--- src/rtl/stepper_step_gen.sv ---
// Stepper step generator: turns 16-bit {dir, rate} commands into a 50% duty step
// train plus H-bridge direction pins. Optional step budget under `STEP_LIMIT_EN`.
module stepper_step_gen #(
  parameter int CLKS_PER_TICK = 100,
  parameter int DIR_SETUP     = 50,
  parameter int MAX_STEPS     = 1600
) (
  input  logic        i_Clock,
  input  logic        i_Rst_n,
  input  logic [15:0] i_Cmd_Word,
  input  logic        i_Cmd_DV,
  output logic        o_Step,
  output logic        o_Dir_A,
  output logic        o_Dir_B,
  output logic        o_Busy,
  output logic        o_Done,
  output logic [15:0] o_Step_Count
);

  // Half-period register holds the full 15-bit rate x CLKS_PER_TICK product.
  localparam int HW = 15 + $clog2(CLKS_PER_TICK + 1);
  localparam int SW = (DIR_SETUP > 1) ? $clog2(DIR_SETUP) : 1;

  localparam logic [HW-1:0] CPT        = HW'(CLKS_PER_TICK);
  localparam logic [HW-1:0] ONE_H      = HW'(1);
  localparam logic [SW-1:0] SETUP_LAST = SW'(DIR_SETUP - 1);

  localparam logic [1:0] S_IDLE  = 2'd0;
  localparam logic [1:0] S_SETUP = 2'd1;
  localparam logic [1:0] S_RUN   = 2'd2;
`ifdef STEP_LIMIT_EN
  localparam logic [1:0] S_DONE  = 2'd3;
`endif

  logic [1:0]    state_q, state_d;
  logic          dir_q, dir_d;
  logic [14:0]   rate_q, rate_d;
  logic          pend_q, pend_d;
  logic          pin_a_q, pin_a_d;
  logic          pin_b_q, pin_b_d;
  logic          step_q, step_d;
  logic [HW-1:0] half_q, half_d;
  logic [HW-1:0] phase_q, phase_d;
  logic [SW-1:0] setup_q, setup_d;
  logic [15:0]   count_q, count_d;

  logic [HW-1:0] h_next;
  logic          phase_last;
  logic          stop_req;
  logic          rev_req;
  logic          limit_hit;

  assign h_next     = HW'(rate_q) * CPT;
  assign phase_last = (phase_q == (half_q - ONE_H));
  assign stop_req   = (rate_q == 15'd0);
  // Pin A mirrors the direction bit, so a mismatch means a reversal is pending.
  assign rev_req    = (dir_q != pin_a_q);

`ifdef STEP_LIMIT_EN
  assign limit_hit = (count_q == 16'(MAX_STEPS));
`else
  logic max_steps_unused;
  assign limit_hit        = 1'b0;
  assign max_steps_unused = (MAX_STEPS != 0);
`endif

  always_comb begin
    state_d = state_q;
    dir_d   = dir_q;
    rate_d  = rate_q;
    pend_d  = i_Cmd_DV;
    pin_a_d = pin_a_q;
    pin_b_d = pin_b_q;
    step_d  = step_q;
    half_d  = half_q;
    phase_d = phase_q;
    setup_d = setup_q;
    count_d = count_q;

    if (i_Cmd_DV) begin
      dir_d  = i_Cmd_Word[15];
      rate_d = i_Cmd_Word[14:0];
    end

    case (state_q)
      S_IDLE: begin
        if (pend_q && !stop_req) begin
          state_d = S_SETUP;
          pin_a_d = dir_q;
          pin_b_d = !dir_q;
          count_d = 16'd0;
          setup_d = '0;
          step_d  = 1'b0;
        end
      end

      S_SETUP: begin
        if (stop_req) begin
          state_d = S_IDLE;
        end else if (rev_req) begin
          pin_a_d = dir_q;
          pin_b_d = !dir_q;
          count_d = 16'd0;
          setup_d = '0;
        end else if (setup_q == SETUP_LAST) begin
          state_d = S_RUN;
          step_d  = 1'b1;
          count_d = count_q + 16'd1;
          phase_d = '0;
          half_d  = h_next;
        end else begin
          setup_d = setup_q + SW'(1);
        end
      end

      S_RUN: begin
        // A low phase may be abandoned at once; a high phase always runs to its end.
        if (!step_q && (stop_req || rev_req)) begin
          if (stop_req) begin
            state_d = S_IDLE;
          end else begin
            state_d = S_SETUP;
            pin_a_d = dir_q;
            pin_b_d = !dir_q;
            count_d = 16'd0;
            setup_d = '0;
          end
        end else if (phase_last) begin
          phase_d = '0;
          half_d  = h_next;
          if (step_q) begin
            step_d = 1'b0;
            if (stop_req) begin
              state_d = S_IDLE;
            end else if (rev_req) begin
              state_d = S_SETUP;
              pin_a_d = dir_q;
              pin_b_d = !dir_q;
              count_d = 16'd0;
              setup_d = '0;
            end else if (limit_hit) begin
`ifdef STEP_LIMIT_EN
              state_d = S_DONE;
`endif
            end
          end else begin
            step_d  = 1'b1;
            count_d = count_q + 16'd1;
          end
        end else begin
          phase_d = phase_q + ONE_H;
        end
      end

      default: begin
        state_d = S_IDLE;
        step_d  = 1'b0;
      end
    endcase
  end

  always_ff @(posedge i_Clock) begin
    if (!i_Rst_n) begin
      state_q <= S_IDLE;
      dir_q   <= 1'b0;
      rate_q  <= 15'd0;
      pend_q  <= 1'b0;
      pin_a_q <= 1'b0;
      pin_b_q <= 1'b0;
      step_q  <= 1'b0;
      half_q  <= '0;
      phase_q <= '0;
      setup_q <= '0;
      count_q <= 16'd0;
    end else begin
      state_q <= state_d;
      dir_q   <= dir_d;
      rate_q  <= rate_d;
      pend_q  <= pend_d;
      pin_a_q <= pin_a_d;
      pin_b_q <= pin_b_d;
      step_q  <= step_d;
      half_q  <= half_d;
      phase_q <= phase_d;
      setup_q <= setup_d;
      count_q <= count_d;
    end
  end

  assign o_Step       = step_q;
  assign o_Dir_A      = pin_a_q;
  assign o_Dir_B      = pin_b_q;
  assign o_Busy       = (state_q == S_SETUP) || (state_q == S_RUN);
  assign o_Step_Count = count_q;
`ifdef STEP_LIMIT_EN
  assign o_Done       = (state_q == S_DONE);
`else
  assign o_Done       = 1'b0;
`endif

endmodule
--- config.mk ---
export PLATFORM = sky130hd
export DESIGN_NAME = stepper_step_gen
export DESIGN_NICKNAME = d
export VERILOG_FILES = /design/src/rtl/stepper_step_gen.sv
export SDC_FILE = /design/constraint.sdc
export NUM_CORES = 1
export LEC_CHECK = 0
export ABC_CLOCK_PERIOD_IN_PS = 3380
export BUFFER_PORTS_ARGS = -buffer_cell sky130_fd_sc_hd__buf_2
export CELL_PAD_IN_SITES_DETAIL_PLACEMENT = 0
export CELL_PAD_IN_SITES_GLOBAL_PLACEMENT = 1
export CORE_MARGIN = 3
export CORE_UTILIZATION = 35
export CTS_BUF_LIST = sky130_fd_sc_hd__clkbuf_16
export DETAILED_ROUTE_END_ITERATION = 8
export GPL_TIMING_DRIVEN = 1
export PLACE_DENSITY = 0.72
export SKIP_LAST_GASP = 1
export SYNTH_ARGS = -nofsm -noshare
export SYNTH_HDL_FRONTEND = slang
export SYNTH_SLANG_ARGS = --single-unit
--- constraint.sdc ---
create_clock -name i_Clock -period 3.38 [get_ports i_Clock]
set_input_delay 0 -clock i_Clock [delete_from_list [all_inputs] [get_ports i_Clock]]
set_output_delay 0 -clock i_Clock [all_outputs]
set_load 0.03 [all_outputs]
==> reports/qor.csv <==
metric,value,unit
setup violators final,0,
"Avg Cell Area, Syn",8.33,sq um
num ports,40,
largest net degree at the start of global routing,47,
Worst Path Arrival,3450,ps
Clock Path Buffers,2,
starting utilization of the core area,36.0,%
largest area contributor in the netlist,dfxtp_1,
DRC,0,
max_cap viols,0,
Worst path top cell family by delay,adder cells,
Worst-Skew Late Latency,350,ps
antenna violations before repair,0,
post-synthesis sequential area ratio,27.4,%
crit-path cells,inv_1 -> ha_1 -> ha_1 -> inv_1 -> fa_1 -> inv_1 -> ha_1 -> buf_4 -> nand3_1 -> o211ai_1 -> buf_4 -> o21bai_4 -> buf_4 -> o21bai_1 -> a21oi_1 -> xnor2_1 -> mux2i_1 -> nor2_1,
syn_nets,849,
hold crit path type,in -> reg,
VDD IR max,289,uV
"Data required, critical path",3600,ps
via/cell ratio,5.04,
Antenna Nets Post-Route,0,
CTS tree,yes,
Final Max Tran Viols,0,
# rows,48,
gpl congestion,0.878,
Layout area overhead,18.7,%
Buf/Inv on CP,6,
Final Worst Setup Slack,148,ps
#FFs+latches synth,86,
pre-CTS WS,59.6,ps
vias in the first global route,4971,
Core Area,17500,sq um
Startpoint Class,flip-flop,
"top cells by area, synth","dfxtp_1 (27%), ha_1 (13%), nor2_1 (6.1%)",
first drt pass iteration count,5,
routed via count,5304,
Unique masters post-synth,71,
DP HPWL,10600,um
Yosys warnings,0,
DIE WIDTH,140,um
post-synth top area share,27.4,%
synthesized area,6290,sq um
nets@finish,917,
I/O Buffers,38,
WS Path Type,reg -> reg,
Max-slew headroom,54.0,%
Avg WL per Cell,13.8,um
fillers,1733,
Clock H-tree levels,3,
Leak,3.26,nW
Total GRT Usage,15.2,%
Die Ht,140,um
final WL,14500,um
crit-path max cell delay,490,ps
Worst Skew,6.44,ps
"FFs w/ async S/R, synth",0,%
Layout Cells excl Fill,1053,
total CTS buffers,9,
global-route wire length before repair,25000,um
fin crit period,3230,ps
CTS root buf,clkbuf_16,
worst hold slack,162,ps
Sink Count,86,
layout cell share with drive strength beyond 1,14.3,%
FMAX,309,MHz
period utilization,95.6,%
full die area,19600,sq um
Slew @ Worst Pin,691,ps
drt first-iter violations,344,
placed cells,1019,
Post-synth EDFFs,0,
ANT cells,0,
RSZ-0062 raised after global routing,yes,
GR Overflow Total,0,
final number of hold-violating endpoints,0,
status,"complete, no violations",
slowest stage cell on the critical path,fa_1,
Pwr per Cell Area,561,nW/um^2
ys flop type,dfxtp_1,
Crit. End Element,flip-flop,
Clock Pin Slew Worst Setup and Hold Paths,60,ps
crit-path max FO,3,
Cells after Synth,755,
[path summary, 6_finish.rpt]
| path | start | slack, ps | end | cells past startpoint |
|---|---|---|---|---|
| worst max-delay path | rate_q[3]$_SDFFE_PN0P_ | 150 | half_q[15]$_SDFFE_PN0P_ | 18 |
| worst max register to register | rate_q[3]$_SDFFE_PN0P_ | 150 | half_q[15]$_SDFFE_PN0P_ | 18 |
| worst min-delay path | i_Cmd_DV | 160 | pend_q$_SDFF_PN0_ | 2 |
| worst min register to register | phase_q[1]$_SDFFE_PN0P_ | 480 | phase_q[1]$_SDFFE_PN0P_ | 2 |
[power by group]
group          switching, mW  leakage, nW  internal [mW]  total [mW]
combinational           1.02         2.39          0.774        1.79
clock                  0.437        0.169          0.720        1.16
sequential             0.130        0.700           1.11        1.24
total                   1.59         3.26           2.60        4.19
[stage by stage]
step	cell area (sq um)	total power, mW	TNS, ps	utilization [%]
after CTS	7380	4.20	0	42.2
after global placement	6880	3.00	0	39.4
final	7470	4.19	0	42.7
after detailed placement	6880	3.01	0	39.4
after floorplan	6290	2.54	0	-
after global routing	7470	4.50	-202	42.7
[what timing repair did]
action / CTS / global route
endpoints found under the hold margin: 16 / 0
gates resized for setup: 0 / 19
setup buffers: 0 / 2
setup endpoints to repair: 0 / 8
hold buffers: 16 / 0
[sequential cells by signal, indices dropped and copies added (netlist names)]
signal / cells
dir_q: 1
phase_q: 22
state_q: 2
o_Step_Count: 16
setup_q: 6
pend_q: 1
o_Dir_A: 1
half_q: 20
o_Step: 1
rate_q: 15
o_Dir_B: 1
[routing by layer]
layer,share of wire (%),global-route usage (%),vias to the layer above
li1,-,-,2780
met1,51,20.6,2452
met2,46,24.7,64
met3,2.7,3.58,8
met4,0.89,3.06,0
met5,0,0,-
[layout by cell type, fill, tap and decap left out, types with 8 or more instances in the layout]
cell type and instances:
xor2_1 23, nand4_1 11, buf_4 32, o21ai_1 14, o21ai_0 18, o311ai_1 9, mux2i_1 33, nor4_1 8
and3_1 16, nand3_1 16, nor3_1 10, ha_1 62, buf_2 38, nand3b_1 13, inv_1 74, dlygate4sd3_1 16
a21oi_1 22, nor2_1 103, fa_1 10, clkbuf_16 9, o211ai_1 8, dfxtp_1 81, nand2_1 36, xnor2_1 36
[synthesized netlist by cell type (all sizes together) (4+ instances only)]
library cell / number
o21ai: 33
nand2b: 5
or3: 8
a21oi: 26
ha: 65
and2: 5
mux2i: 33
nand3b: 13
xnor2: 36
xor2: 23
clkbuf: 22
and4: 4
nor2: 103
nand3: 16
o311ai: 16
inv: 72
nand2: 36
dfxtp: 86
or2: 5
and3: 16
nand4: 11
o21bai: 4
nor3: 10
a211oi: 4
o211ai: 8
fa: 10
buf: 9
a21o: 6
a31oi: 5
nor2b: 7
nor4: 9
[final cells by class]
cell class / count / area [sq um] / share of cell area (%)
repair buffers: 88 / 631 / 8.44
well taps: 225 / 282 / 3.77
clock buffers: 9 / 225 / 3.02
inverters: 72 / 270 / 3.62
clock inverters: 7 / 114 / 1.52
flip-flops and latches: 86 / 1730 / 23.1
multi-input cells: 566 / 4220 / 56.5
[worst register-to-register path: stages, from the launching register on]
cell      delay [ps]
dfxtp_1          330
inv_1             50
ha_1             290
ha_1             270
inv_1             50
fa_1             490
inv_1             40
ha_1             300
buf_4            150
nand3_1           60
o211ai_1         100
buf_4            160
o21bai_4         150
buf_4            150
o21bai_1          60
a21oi_1          170
xnor2_1          110
mux2i_1          140
nor2_1            50
[kinds of logic (layout without fill, tap and decap cells)]
kind of cell / count (synthesis) / count (layout) / synth area share, %
AO/OA/AOI/OAI: 136 / 136 / 15.2
XOR/XNOR: 59 / 59 / 8.21
adder cells (fa/ha/maj): 75 / 75 / 16.1
buffers and inverters: 103 / 176 / 6.62
flip-flops: 86 / 86 / 27.4
multiplexers: 33 / 33 / 5.25
other: 1 / 1 / 0.0596
AND/OR/NAND/NOR: 262 / 262 / 21.2
No activity file was read; power rests on OpenSTA's default activity.
